--- config.mk ---
export PLATFORM = sky130hd
export DESIGN_NAME = reset_sequencer
export DESIGN_NICKNAME = d
export VERILOG_FILES = /design/src/rtl/rst_seq_pkg.sv /design/src/rtl/seq_timer.sv /design/src/rtl/reset_sequencer.sv
export SDC_FILE = /design/constraint.sdc
export NUM_CORES = 1
export LEC_CHECK = 0
export CORE_MARGIN = 3
export CORE_UTILIZATION = 32
export CTS_CLUSTER_DIAMETER = 80
export DETAILED_ROUTE_END_ITERATION = 8
export PLACE_DENSITY = 0.58
export SLEW_MARGIN = 20
export SYNTH_ARGS = -nofsm -noshare
export SYNTH_HDL_FRONTEND = slang
export SYNTH_HIERARCHICAL = 1
export SYNTH_SLANG_ARGS = --single-unit
--- constraint.sdc ---
create_clock -name clk -period 4.4 [get_ports clk]
set_clock_uncertainty 0.1 [all_clocks]
set_input_delay 1.32 -clock clk [delete_from_list [all_inputs] [get_ports clk]]
set_output_delay 1.32 -clock clk [all_outputs]
set_load 0.005 [all_outputs]
--- src/rtl/rst_seq_pkg.sv ---
// Shared types and helpers for the staged reset sequencer.
// Domain masks are zero-extended to MAX_DOMAINS before use with lowest_set_index.
package rst_seq_pkg;

    localparam int MAX_DOMAINS = 32;

    typedef enum logic [2:0] {
        HOLD,
        RELEASE,
        RUN,
        QUIESCE,
        SOFT_HOLD
    } rst_seq_state_t;

    // Index of the lowest set bit; 0 when the vector is empty.
    function automatic int unsigned lowest_set_index(input logic [MAX_DOMAINS-1:0] vec);
        int unsigned idx;
        idx = 0;
        for (int i = MAX_DOMAINS - 1; i >= 0; i--) begin
            if (vec[i]) begin
                idx = unsigned'(i);
            end
        end
        return idx;
    endfunction

endpackage

--- src/rtl/seq_timer.sv ---
// Up-counter shared by the hold, stage-gap and quiesce-timeout intervals.
// expired is high during the cycle in which the count equals limit.
module seq_timer #(
    parameter int CNT_WIDTH = 8
) (
    input  logic                 clk,
    input  logic                 reset,
    input  logic                 clear,
    input  logic [CNT_WIDTH-1:0] limit,
    output logic                 expired
);

    logic [CNT_WIDTH-1:0] count_reg;

    always_ff @(posedge clk) begin
        if (reset || clear) begin
            count_reg <= '0;
        end else begin
            count_reg <= count_reg + CNT_WIDTH'(1);
        end
    end

    assign expired = (count_reg == limit);

endmodule

--- src/rtl/reset_sequencer.sv ---
// Holds all domain resets after power-on, releases them in index order, then
// services per-domain soft resets with a quiesce handshake and timeout.
module reset_sequencer
    import rst_seq_pkg::*;
#(
    parameter int NUM_DOMAINS     = 4,
    parameter int HOLD_CYCLES     = 128,
    parameter int STAGE_GAP       = 16,
    parameter int QUIESCE_TIMEOUT = 1024,
    localparam int DOM_W = (NUM_DOMAINS > 1) ? $clog2(NUM_DOMAINS) : 1
) (
    input  logic                   clk,
    input  logic                   reset,
    input  logic [NUM_DOMAINS-1:0] soft_req,
    input  logic [NUM_DOMAINS-1:0] quiesce_idle,
    output logic [NUM_DOMAINS-1:0] quiesce_req,
    output logic [NUM_DOMAINS-1:0] rst_out,
    output logic                   busy,
    output logic                   timeout_flag,
    output logic [DOM_W-1:0]       timeout_domain
);

    localparam int MAX_HG    = (HOLD_CYCLES > STAGE_GAP) ? HOLD_CYCLES : STAGE_GAP;
    localparam int MAX_IVL   = (MAX_HG > QUIESCE_TIMEOUT) ? MAX_HG : QUIESCE_TIMEOUT;
    localparam int CNT_WIDTH = $clog2(MAX_IVL + 1);
    localparam logic [DOM_W-1:0] LAST_DOM = DOM_W'(NUM_DOMAINS - 1);

    if (NUM_DOMAINS < 1 || NUM_DOMAINS > MAX_DOMAINS) begin : g_chk_domains
        $error("reset_sequencer: NUM_DOMAINS must be in 1..%0d", MAX_DOMAINS);
    end
    if (HOLD_CYCLES < 1) begin : g_chk_hold
        $error("reset_sequencer: HOLD_CYCLES must be >= 1");
    end
    if (STAGE_GAP < 1) begin : g_chk_gap
        $error("reset_sequencer: STAGE_GAP must be >= 1");
    end
    if (QUIESCE_TIMEOUT < 1) begin : g_chk_timeout
        $error("reset_sequencer: QUIESCE_TIMEOUT must be >= 1");
    end

    rst_seq_state_t         state_reg, state_next;
    logic [NUM_DOMAINS-1:0] pending_reg, pending_next;
    logic [DOM_W-1:0]       cur_dom_reg, cur_dom_next;
    logic [DOM_W-1:0]       rel_idx_reg, rel_idx_next;
    logic [NUM_DOMAINS-1:0] rst_out_reg, rst_out_next;
    logic [NUM_DOMAINS-1:0] qreq_reg, qreq_next;
    logic                   busy_reg, busy_next;
    logic                   tflag_reg, tflag_next;
    logic [DOM_W-1:0]       tdom_reg, tdom_next;

    logic [NUM_DOMAINS-1:0] req_merged;
    logic [DOM_W-1:0]       sel_dom;
    logic [NUM_DOMAINS-1:0] sel_mask;
    logic                   timeout_hit;
    logic                   timer_clear;
    logic                   timer_expired;
    logic [CNT_WIDTH-1:0]   timer_limit;

    assign req_merged = pending_reg | soft_req;
    assign sel_dom    = DOM_W'(lowest_set_index(MAX_DOMAINS'(req_merged)));
    assign sel_mask   = NUM_DOMAINS'(1) << sel_dom;

    always_comb begin
        timer_limit = CNT_WIDTH'(HOLD_CYCLES - 1);
        case (state_reg)
            RELEASE: timer_limit = CNT_WIDTH'(STAGE_GAP - 1);
            QUIESCE: timer_limit = CNT_WIDTH'(QUIESCE_TIMEOUT - 1);
            default: timer_limit = CNT_WIDTH'(HOLD_CYCLES - 1);
        endcase
    end

    // Restart on every state change and on each stage step inside RELEASE.
    assign timer_clear = (state_next != state_reg) || (state_reg == RUN) ||
                         (state_reg == RELEASE && timer_expired);

    seq_timer #(
        .CNT_WIDTH(CNT_WIDTH)
    ) u_timer (
        .clk    (clk),
        .reset  (reset),
        .clear  (timer_clear),
        .limit  (timer_limit),
        .expired(timer_expired)
    );

    always_ff @(posedge clk) begin
        if (reset) begin
            state_reg   <= HOLD;
            pending_reg <= '0;
            cur_dom_reg <= '0;
            rel_idx_reg <= '0;
            rst_out_reg <= '1;
            qreq_reg    <= '0;
            busy_reg    <= 1'b1;
            tflag_reg   <= 1'b0;
            tdom_reg    <= '0;
        end else begin
            state_reg   <= state_next;
            pending_reg <= pending_next;
            cur_dom_reg <= cur_dom_next;
            rel_idx_reg <= rel_idx_next;
            rst_out_reg <= rst_out_next;
            qreq_reg    <= qreq_next;
            busy_reg    <= busy_next;
            tflag_reg   <= tflag_next;
            tdom_reg    <= tdom_next;
        end
    end

    always_comb begin
        state_next   = state_reg;
        pending_next = pending_reg;
        cur_dom_next = cur_dom_reg;
        rel_idx_next = rel_idx_reg;
        timeout_hit  = 1'b0;
        case (state_reg)
            HOLD: begin
                if (timer_expired) begin
                    if (NUM_DOMAINS == 1) begin
                        state_next = RUN;
                    end else begin
                        state_next   = RELEASE;
                        rel_idx_next = DOM_W'(1);
                    end
                end
            end
            RELEASE: begin
                if (timer_expired) begin
                    if (rel_idx_reg == LAST_DOM) begin
                        state_next = RUN;
                    end else begin
                        rel_idx_next = rel_idx_reg + DOM_W'(1);
                    end
                end
            end
            RUN: begin
                pending_next = req_merged;
                if (|req_merged) begin
                    cur_dom_next = sel_dom;
                    pending_next = req_merged & ~sel_mask;
                    state_next   = QUIESCE;
                end
            end
            QUIESCE: begin
                pending_next = req_merged;
                if (quiesce_idle[cur_dom_reg]) begin
                    state_next = SOFT_HOLD;
                end else if (timer_expired) begin
                    state_next  = SOFT_HOLD;
                    timeout_hit = 1'b1;
                end
            end
            SOFT_HOLD: begin
                pending_next = req_merged;
                if (timer_expired) begin
                    // Chain straight into the next pending domain so busy never dips.
                    if (|req_merged) begin
                        cur_dom_next = sel_dom;
                        pending_next = req_merged & ~sel_mask;
                        state_next   = QUIESCE;
                    end else begin
                        state_next = RUN;
                    end
                end
            end
            default: begin
                state_next = HOLD;
            end
        endcase
    end

    always_comb begin
        rst_out_next = rst_out_reg;
        qreq_next    = qreq_reg;
        busy_next    = (state_next != RUN);
        tflag_next   = tflag_reg | timeout_hit;
        tdom_next    = timeout_hit ? cur_dom_reg : tdom_reg;
        case (state_reg)
            HOLD: begin
                if (timer_expired) begin
                    rst_out_next[0] = 1'b0;
                end
            end
            RELEASE: begin
                if (timer_expired) begin
                    rst_out_next[rel_idx_reg] = 1'b0;
                end
            end
            RUN: begin
                if (state_next == QUIESCE) begin
                    qreq_next[cur_dom_next] = 1'b1;
                end
            end
            QUIESCE: begin
                if (state_next == SOFT_HOLD) begin
                    rst_out_next[cur_dom_reg] = 1'b1;
                end
            end
            SOFT_HOLD: begin
                if (timer_expired) begin
                    rst_out_next[cur_dom_reg] = 1'b0;
                    qreq_next[cur_dom_reg]    = 1'b0;
                    if (state_next == QUIESCE) begin
                        qreq_next[cur_dom_next] = 1'b1;
                    end
                end
            end
            default: begin
                rst_out_next = '1;
            end
        endcase
    end

    for (genvar gi = 0; gi < NUM_DOMAINS; gi++) begin : g_dom_out
        assign rst_out[gi]     = rst_out_reg[gi];
        assign quiesce_req[gi] = qreq_reg[gi];
    end

    assign busy           = busy_reg;
    assign timeout_flag   = tflag_reg;
    assign timeout_domain = tdom_reg;

endmodule

==> Yosys cells after proc, flatten, opt, wreduce, memory -nomap -nowiden <==
Index checks and enable logic that the tools add are counted.
{ "classes": {"n_addsub": 2, "n_lt_le_gt_ge": 6, "n_eq_ne": 16, "shift": 1, "muxes": 45, "bitwise": 14, "n_reduce_logical": 17} }
{ "ops": {"columns": ["operator", "n"], "rows": [
  ["4-bit 2-to-1 mux", 8],
  ["3-bit 2-to-1 mux", 7],
  ["10-bit one-hot mux with 2 select lines", 1],
  ["2-bit 2-to-1 mux", 9],
  ["4-bit bitwise AND", 4],
  ["4-bit OR", 4],
  ["3-bit one-hot mux with 5 select lines", 1],
  ["4-bit NOT", 3],
  ["3-bit one-hot mux with 4 select lines", 1],
  ["4-bit one-hot mux with 3 select lines", 1],
  ["11-bit by 1-bit adder with 11-bit output (second input constant)", 1],
  ["11-bit by 10-bit == test with 1-bit output", 1],
  ["2-bit != test (second input constant)", 5],
  ["3-bit by 2-bit == test with 1-bit output (second input constant)", 3],
  ["2-bit by 3-bit < comparator with 1-bit output (second input constant)", 3],
  ["1-bit 2-to-1 mux", 9],
  ["2-bit one-hot mux with 2 select lines", 2],
  ["4-bit one-hot mux with 2 select lines", 1],
  ["4-bit AND reduction", 2],
  ["1-bit demux with 2-bit select", 3],
  ["3-bit == test (second input constant)", 2],
  ["2-bit by 1-bit greater-or-equal comparator with 1-bit output (second input constant)", 3],
  ["1-bit one-hot mux with 5 select lines", 1],
  ["5-bit AND reduction", 1],
  ["18 further kinds", 25]
]} }
{ "totals": {"register_bits": 34, "in_bits": 10} }

==> Depth between registers and ports, before layout <==
Gate-level depths: netlist of run 1.
{ "depth": {"word_depth": 16, "mapped_depth": 13, "ltp_nobuf": 9} }

==> Hierarchy <==
Netlist of run 1, hierarchy kept.
{ "by_module_without_submodules": {"columns": ["module", "n_inst", "cells_each", "area_per_inst_um2"], "rows": [
  ["reset_sequencer", 1, 167, 1373.8],
  ["seq_timer", 1, 67, 595.6]
]} }

==> Worst setup path before layout of run 1 <==
OpenSTA, ideal clock, no wires.
{ "synth_path": {"kind": "input port to flip-flop", "start": "input quiesce_idle[3]", "end": "register u_timer.count_reg[10]", "setup_time_ps": 70, "t_arrival_ps": 2627, "required_ps": 4230, "slack_ps": 1603, "cell_stages": 6, "n_path_buf": 1, "path_cell_list": "mux4_2 o21ai_0 nand2_1 or2_2 clkbuf_1 a21oi_1"} }
{ "synth_via": {"elab_chain_len": 8} }
{ "synth_rtl": {"columns": ["element", "line", "source"], "rows": [
  ["start: declaration", "reset_sequencer.sv:15", "input logic [NUM_DOMAINS-1:0] quiesce_idle,"],
  ["1-bit binary-select mux with 2-bit select", "reset_sequencer.sv:146", "if (quiesce_idle[cur_dom_reg]) begin"],
  ["1-bit 2-to-1 mux (implied by the code)", "reset_sequencer.sv:146", null],
  ["3-bit 2-to-1 mux", "reset_sequencer.sv:146", null],
  ["3-bit one-hot mux with 5 select lines", "reset_sequencer.sv:116", "case (state_reg)"],
  ["3-bit != test", "reset_sequencer.sv:73", "assign timer_clear = (state_next != state_reg) || (state_reg == RUN) ||"],
  ["1-bit logical OR (2 in a row)", "reset_sequencer.sv:73", null],
  ["named net timer_clear", "reset_sequencer.sv:55", "logic timer_clear;"],
  ["1-bit logical OR", "seq_timer.sv:16", "if (reset || clear) begin"],
  ["end signal: assignment", "seq_timer.sv:19", "count_reg <= count_reg + CNT_WIDTH'(1);"],
  ["end: declaration", "seq_timer.sv:13", "logic [CNT_WIDTH-1:0] count_reg;"]
]} }
The timed path passes the listed nets, and every way through them passes these cells. The select of a mux whose other input is x is not followed.
A chain may end at the register's enable or synchronous reset.

==> Final worst setup path of run 1 <==
{ "layout_path": {"start": "register state_reg[2]", "end": "register qreq_reg[0] (netlist: quiesce_req[0])"} }
{ "layout_via": {"elab_chain_len": 13, "elab_cells_between_ends": 33, "classes_between": "2 x order compare; 8 x eq/ne; 17 x mux; 2 x bitwise; 4 x reduce/logical"} }
{ "layout_rtl": {"columns": ["element", "line", "source"], "rows": [
  ["start: declaration", "reset_sequencer.sv:41", "rst_seq_state_t state_reg, state_next;"],
  ["start signal: assignment", "reset_sequencer.sv:98", "state_reg <= state_next;"],
  ["3-bit by 2-bit == test with 1-bit output or 3-bit by 1-bit == test with 1-bit output (tied branches)", "reset_sequencer.sv:65", "case (state_reg)"],
  ["10-bit one-hot mux with 2 select lines (*)", "reset_sequencer.sv:65", null],
  ["named net timer_limit[4]", "reset_sequencer.sv:57", "logic [CNT_WIDTH-1:0] timer_limit;"],
  ["11-bit by 10-bit == test with 1-bit output (*)", "seq_timer.sv:23", "assign expired = (count_reg == limit);"],
  ["named net timer_expired", "reset_sequencer.sv:56", "logic timer_expired;"],
  ["2-bit 2-to-1 mux", "reset_sequencer.sv:155", "if (timer_expired) begin"],
  ["2-bit one-hot mux with 2 select lines", "reset_sequencer.sv:116", null],
  ["2-bit by 3-bit < comparator with 1-bit output (implied by the code) or 2-bit by 1-bit greater-or-equal comparator with 1-bit output (tied branches)", "reset_sequencer.sv:191, reset_sequencer.sv:204", null],
  ["1-bit logical AND (implied by the code)", "reset_sequencer.sv:191, reset_sequencer.sv:204", null],
  ["1-bit 2-to-1 mux (implied by the code)", "reset_sequencer.sv:191, reset_sequencer.sv:204", null],
  ["1-bit demux with 2-bit select", "reset_sequencer.sv:191, reset_sequencer.sv:204", null],
  ["4-bit OR (no line)", null, null],
  ["4-bit 2-to-1 mux", "reset_sequencer.sv:203", "if (state_next == QUIESCE) begin"],
  ["4-bit 2-to-1 mux", "reset_sequencer.sv:200", "if (timer_expired) begin"],
  ["4-bit one-hot mux with 2 select lines", "reset_sequencer.sv:178", "case (state_reg)"],
  ["end signal: assignment", "reset_sequencer.sv:103", "qreq_reg <= qreq_next;"],
  ["end: declaration", "reset_sequencer.sv:46", "logic [NUM_DOMAINS-1:0] qreq_reg, qreq_next;"]
]} }
Mark *: on every way through the listed nets, which the timed path passes. The rest lies on a longest branch. The select of a mux whose other input is x is not followed.

==> results of run 1 <==
==> cells by family (layout without fill, tap and decap cells) <==
kind of cell | count (synthesis) | count (layout) | share of synthesized area [%]
simple gates | 84 | 84 | 24.9
buf+inv | 24 | 40 | 5.40
compound gates | 64 | 64 | 21.3
flops | 34 | 34 | 34.6
other cells | 2 | 5 | 0.381
mux | 5 | 5 | 3.18
fa+ha+maj | 5 | 5 | 3.18
xor+xnor | 16 | 16 | 7.12
==> final cells by class <==
class	instances	area share (%)
timing repair buffer	23	9.73
clock inverter	1	0.216
sequential	34	29.4
tap	72	3.89
inverter	9	1.46
multi-input combinational	179	51.6
clock buffer	7	3.73
==> worst max path at each step <==
| stage | to | slack, ns | depth (start not counted) |
|---|---|---|---|
| 2_1_floorplan | u_timer/count_reg[10] | 1.60 | 6 |
| 3_3_place_gp | busy | 0.88 | 5 |
| 3_5_place_dp | busy | 0.86 | 5 |
| 4_1_cts | quiesce_req[0] | 1.06 | 9 |
| 5_1_grt | quiesce_req[0] | 0.76 | 9 |
| 6_report | quiesce_req[0] | 1.02 | 9 |
==> synth_stat cells (3+ instances only) <==
| cell | count | area share, % |
|---|---|---|
| mux2i_1 | 4 | 2.0 |
| o21ai_0 | 13 | 3.3 |
| dfxtp_1 | 34 | 35 |
| a21oi_1 | 18 | 4.6 |
| nor2_1 | 19 | 3.6 |
| or4_1 | 5 | 1.9 |
| nand3b_1 | 3 | 1.1 |
| clkbuf_1 | 6 | 1.1 |
| buf_2 | 6 | 1.5 |
| nand3_1 | 8 | 2.0 |
| inv_1 | 9 | 1.7 |
| ha_1 | 5 | 3.2 |
| and2_1 | 3 | 0.95 |
| nand2b_1 | 4 | 1.3 |
| or3b_2 | 4 | 1.8 |
| nor3_1 | 8 | 2.0 |
| nand2_1 | 12 | 2.3 |
| xnor2_1 | 15 | 6.7 |
| nand4_1 | 3 | 0.95 |
| o31ai_1 | 4 | 1.5 |
| a211oi_1 | 6 | 2.3 |
| or2_2 | 3 | 0.95 |
==> report_power, final <==
group	leakage (µW)	switching, µW	internal [µW]	total, µW
Sequential	0.000275	2.99	310	313
Clock	0.0000482	111	126	238
Combinational	0.000410	16.6	16.9	33.5
==> stage by stage <==
step           cell area [µm²]  util, %  cells  total power [µW]
2_1_floorplan             1980        -    237               340
3_3_place_gp              2220     38.7    317               354
3_5_place_dp              2220     38.7    317               354
4_1_cts                   2310     40.3    325               591
5_1_grt                   2310     40.3    325               606
6_report                  2310     40.3    325               584
==> routing by layer <==
| metal | global-route usage [%] | routed length, µm | vias up | part of all wire, % |
|---|---|---|---|---|
| li1 | - | - | 880 | - |
| met4 | 4.03 | 44 | 0 | 0.96 |
| met1 | 18.3 | 2330 | 816 | 51 |
| met2 | 20.3 | 2070 | 23 | 45 |
| met3 | 2.65 | 131 | 5 | 2.9 |
| met5 | 0 | 0 | - | 0 |
==> impl_metrics.env, run 1 <==
export IMPL_yosysUniqueCellTypes=54
export IMPL_drv_cap=0
export IMPL_dp_slack_ns=0.859
export IMPL_hold_viol=0
export IMPL_areaGrowthSynthToFinish_pct=17.5
export IMPL_tightestPinTransition_ns=0.986
export IMPL_overflow=0
export IMPL_io_pins=22
export IMPL_cellLeakagePower_uw=0.000733
export IMPL_post_cts_buffers=0
export IMPL_hpwl_mm=3.30
export IMPL_cts_hold_buf=0
export IMPL_status="finished clean"
export IMPL_start_kind="flip-flop"
export IMPL_final_layout_size_suffix_gt1_share_pct=7.91
export IMPL_insertion_delay_ns=0.28
export IMPL_vias=1724
export IMPL_r2r_slack_ns=1.02
export IMPL_yosysWarnings=6
export IMPL_end_kind="flip-flop"
export IMPL_hold_ws_ns=0.386
export IMPL_async_flop_share_pct=0
export IMPL_slowest_stage="dfxtp_1"
export IMPL_postCtsResizedCells=0
export IMPL_period_share_pct=76.9
export IMPL_drt_initial_drc_count=78
export IMPL_ys_seq_area_share_pct=34.6
export IMPL_r2r_start="state_reg[2]"
export IMPL_die_h_um=84.5
export IMPL_cts_buffers=5
export IMPL_setup_viol=0
export IMPL_synth_avg_cell_area_um2=8.42
export IMPL_ir_drop_mv=0.125
export IMPL_cp_arrival_ns=3.48
export IMPL_viasPerCell=5.30
export IMPL_maxSlewViolCount=0
export IMPL_grt_max_degree=29
export IMPL_layout_commonest_cell="dfxtp_1"
export IMPL_synth_ff_type="dfxtp_1"
export IMPL_final_cell_mix="dfxtp_1 (34), clkdlybuf4s50_1 (21), nor2_1 (19)"
export IMPL_port_buffers=21
export IMPL_hp_class="flip-flop to flip-flop"
export IMPL_worst_r2r_path_depth=9
export IMPL_cts_root_buffer="clkbuf_8"
export IMPL_cpPeakStageDelay_ns=0.82
export IMPL_slew_headroom_pct=34.1
export IMPL_globalplace_congestion=0.847
export IMPL_required_ns=4.50
export IMPL_syn_area_um2=1970
export IMPL_wl_per_cell_um=14.1
export IMPL_rows=27
export IMPL_cts_max_path_buffers=2
export IMPL_whs_path_depth=1
export IMPL_layout_min_cycle_time_ns=3.38
export IMPL_antenna_left=0
export IMPL_critical_path_class="flip-flop to flip-flop"
export IMPL_crit_start="state_reg[2]"
export IMPL_drc_errors=0
export IMPL_largest_reg_flops=11
export IMPL_crit_chain="inv_1 -> nand3_1 -> xnor2_1 -> nand4_1 -> nor3_1 -> nand2b_1 -> a211oi_1 -> o2111ai_1 -> o21ai_0"
export IMPL_worst_slack_ns=1.02
export IMPL_critPathMaxFanout=21
export IMPL_h_tree_depth=2
export IMPL_core_um2=5740
export IMPL_cts_tree="done"
export IMPL_critPathBufInv=1
export IMPL_setup_tns_ns=0
export IMPL_synth_edf_count=0
export IMPL_grt_pass1_wl_mm=7.73
export IMPL_grt_pass1_vias=1612
export IMPL_seq_area_um2=681
export IMPL_dieWidth_um=84.5
export IMPL_multi_input_area_um2=1190
export IMPL_ys_ff_latch=34
export IMPL_first_pass_iters=4
export IMPL_p_per_area_nw_per_um2=252
export IMPL_clk_pin_slew_ns=0.07
export IMPL_fin_nets=267
export IMPL_start_util_pct=34.3
export IMPL_postSynthCellCount=234
export IMPL_max_freq_mhz=296
export IMPL_hp_start="u_timer/count_reg[0]"
export IMPL_crit_family="simple AND/OR/NAND/NOR gates"
export IMPL_antenna_found_initial=0
export IMPL_final_fill_count=589
export IMPL_grt_use_total_pct=13.1
export IMPL_r2r_end="quiesce_req[0]"
export IMPL_rsz0062_at_grt="no"
export IMPL_hold_path_end="u_timer/count_reg[0]"
export IMPL_clock_sinks=34
export IMPL_die_area_um2=7130
export IMPL_routed_wl_mm=4.58
export IMPL_diodes=0
No activity file was read; power rests on OpenSTA's default activity.
==> inputs of run 2 (changes only) <==
PLACE_DENSITY = 0.6   (was 0.58)
clock period = 2.8 ns   (was 4.4 ns; I/O delays follow)
==> run 2 against run 1 <==
Net effect: largest power group is now clock; count of clock-buffer cells in the layout fell by 2; global-route usage rose by 0.86 points; setup slack got worse by 0.77 ns.
==> impl_metrics.env, run 2 (same netlist as run 1, synthesis figures left out) <==
export IMPL_status="finished clean"
export IMPL_cp_arrival_ns=2.61
export IMPL_antenna_found_initial=0
export IMPL_crit_start="state_reg[2]"
export IMPL_diodes=0
export IMPL_antenna_left=0
export IMPL_die_area_um2=7130
export IMPL_cpPeakStageDelay_ns=0.51
export IMPL_start_util_pct=34.3
export IMPL_r2r_end="rel_idx_reg[1]"
export IMPL_p_per_area_nw_per_um2=447
export IMPL_crit_chain="buf_4 -> nor2_1 -> xnor2_1 -> nand3_1 -> nor3_1 -> buf_4 -> or3b_2 -> a21oi_1 -> a2bb2oi_1 -> nor2_1"
export IMPL_drc_errors=0
export IMPL_maxSlewViolCount=0
export IMPL_hold_ws_ns=0.382
export IMPL_clk_pin_slew_ns=0.08
export IMPL_dp_cells=329
export IMPL_routed_wl_mm=4.79
export IMPL_setup_viol=0
export IMPL_tightestPinTransition_ns=0.561
export IMPL_post_cts_buffers=0
export IMPL_hp_class="flip-flop to flip-flop"
export IMPL_period_share_pct=91.3
export IMPL_cts_tree="done"
export IMPL_critPathMaxFanout=14
export IMPL_hpwl_mm=3.55
export IMPL_drt_initial_drc_count=70
export IMPL_cts_root_buffer="clkbuf_8"
export IMPL_dpl_cell_area_um2=2310
export IMPL_layout_min_cycle_time_ns=2.56
export IMPL_worst_r2r_path_depth=10
export IMPL_crit_path_end="rel_idx_reg[1]"
export IMPL_layout_commonest_cell="dfxtp_1"
export IMPL_cellLeakagePower_uw=0.000814
export IMPL_first_pass_iters=4
export IMPL_grt_pass1_wl_mm=8.18
export IMPL_vias=1774
export IMPL_r2r_slack_ns=0.24
export IMPL_overflow=0
export IMPL_rows=27
export IMPL_r2r_start="state_reg[2]"
export IMPL_final_cell_mix="dfxtp_1 (34), clkdlybuf4s50_1 (21), nor2_1 (19)"
export IMPL_hold_viol=0
export IMPL_viasPerCell=5.26
export IMPL_max_freq_mhz=391
export IMPL_clock_sinks=34
export IMPL_slew_headroom_pct=62.5
export IMPL_critical_path_class="flip-flop to flip-flop"
export IMPL_drv_cap=0
export IMPL_cts_buffers=5
export IMPL_end_kind="flip-flop"
export IMPL_layout_cells_non_filler=337
export IMPL_fin_area_um2=2460
export IMPL_h_tree_depth=2
export IMPL_areaGrowthSynthToFinish_pct=24.8
export IMPL_ir_drop_mv=0.348
export IMPL_grt_max_degree=17
export IMPL_wl_per_cell_um=14.2
export IMPL_start_kind="flip-flop"
export IMPL_required_ns=2.85
export IMPL_slowest_stage="or3b_2"
export IMPL_dieWidth_um=84.5
export IMPL_insertion_delay_ns=0.28
export IMPL_port_buffers=21
export IMPL_final_layout_size_suffix_gt1_share_pct=12.8
export IMPL_rsz0062_at_grt="no"
export IMPL_io_pins=22
export IMPL_grt_use_total_pct=14.0
export IMPL_fin_nets=279
export IMPL_globalplace_congestion=0.820
export IMPL_critPathBufInv=2
export IMPL_grt_pass1_vias=1664
export IMPL_cp_depth=10
export IMPL_largest_reg_flops=11
export IMPL_die_h_um=84.5
export IMPL_core_um2=5740
export IMPL_crit_family="simple AND/OR/NAND/NOR gates"
export IMPL_cts_max_path_buffers=2
-- run 2: cell count changes in the layout (fill, tap and decap cells not counted), sizes merged --
cell and change:
bufinv +2, buf +12, clkbuf -2
-- run 2: worst min path at each step --
stage / from / endpoint / slack [ns] / depth (start not counted)
final: u_timer/count_reg[0] / u_timer/count_reg[0] / 0.38 / 1
after global routing: quiesce_req[3] / quiesce_req[3] / 0.41 / 2
after CTS: timeout_flag / timeout_flag / 0.39 / 2
after detailed placement: timeout_flag / timeout_flag / 0.37 / 2
after global placement: u_timer/count_reg[0] / u_timer/count_reg[0] / 0.35 / 1
after floorplan: u_timer/count_reg[0] / u_timer/count_reg[0] / 0.34 / 1
-- run 2: timing repair --
item	4_1_cts	5_1_grt
hold buffers	0	0
endpoints found under the setup margin	0	1
resized for setup	0	1
-- run 2: metal layers --
layer	global-route usage [%]	share of wire, %
met1	21.5	52
met2	20.2	43
met3	2.85	3.7
met4	2.59	0.48
met5	0	0
-- run 2: power breakdown --
part	leakage (µW)	internal (µW)	switching, µW
Sequential	0.000275	487	4.79
Clock	0.0000683	357	191
Combinational	0.000471	30.3	27.3
Total	0.000814	874	223
-- run 2: final cells by class --
cell class                 instances  area [µm²]
tap                               72        90.1
inverter                           9        33.8
timing repair buffer              35         315
multi-input combinational        179        1200
clock inverter                     3        68.8
sequential                        34         681
fill                             593        3290
clock buffer                       5        68.8
-- run 2: metrics by stage --
stage	power [µW]	setup TNS, ns	util (%)	setup slack (ns)
3_3_place_gp	560	0	40.3	0.0359
2_1_floorplan	535	0	-	0.0281
6_report	1100	0	42.8	0.244
5_1_grt	1140	0	42.8	0.0339
3_5_place_dp	560	-0.0164	40.3	-0.0164
4_1_cts	1110	0	42.7	0.251
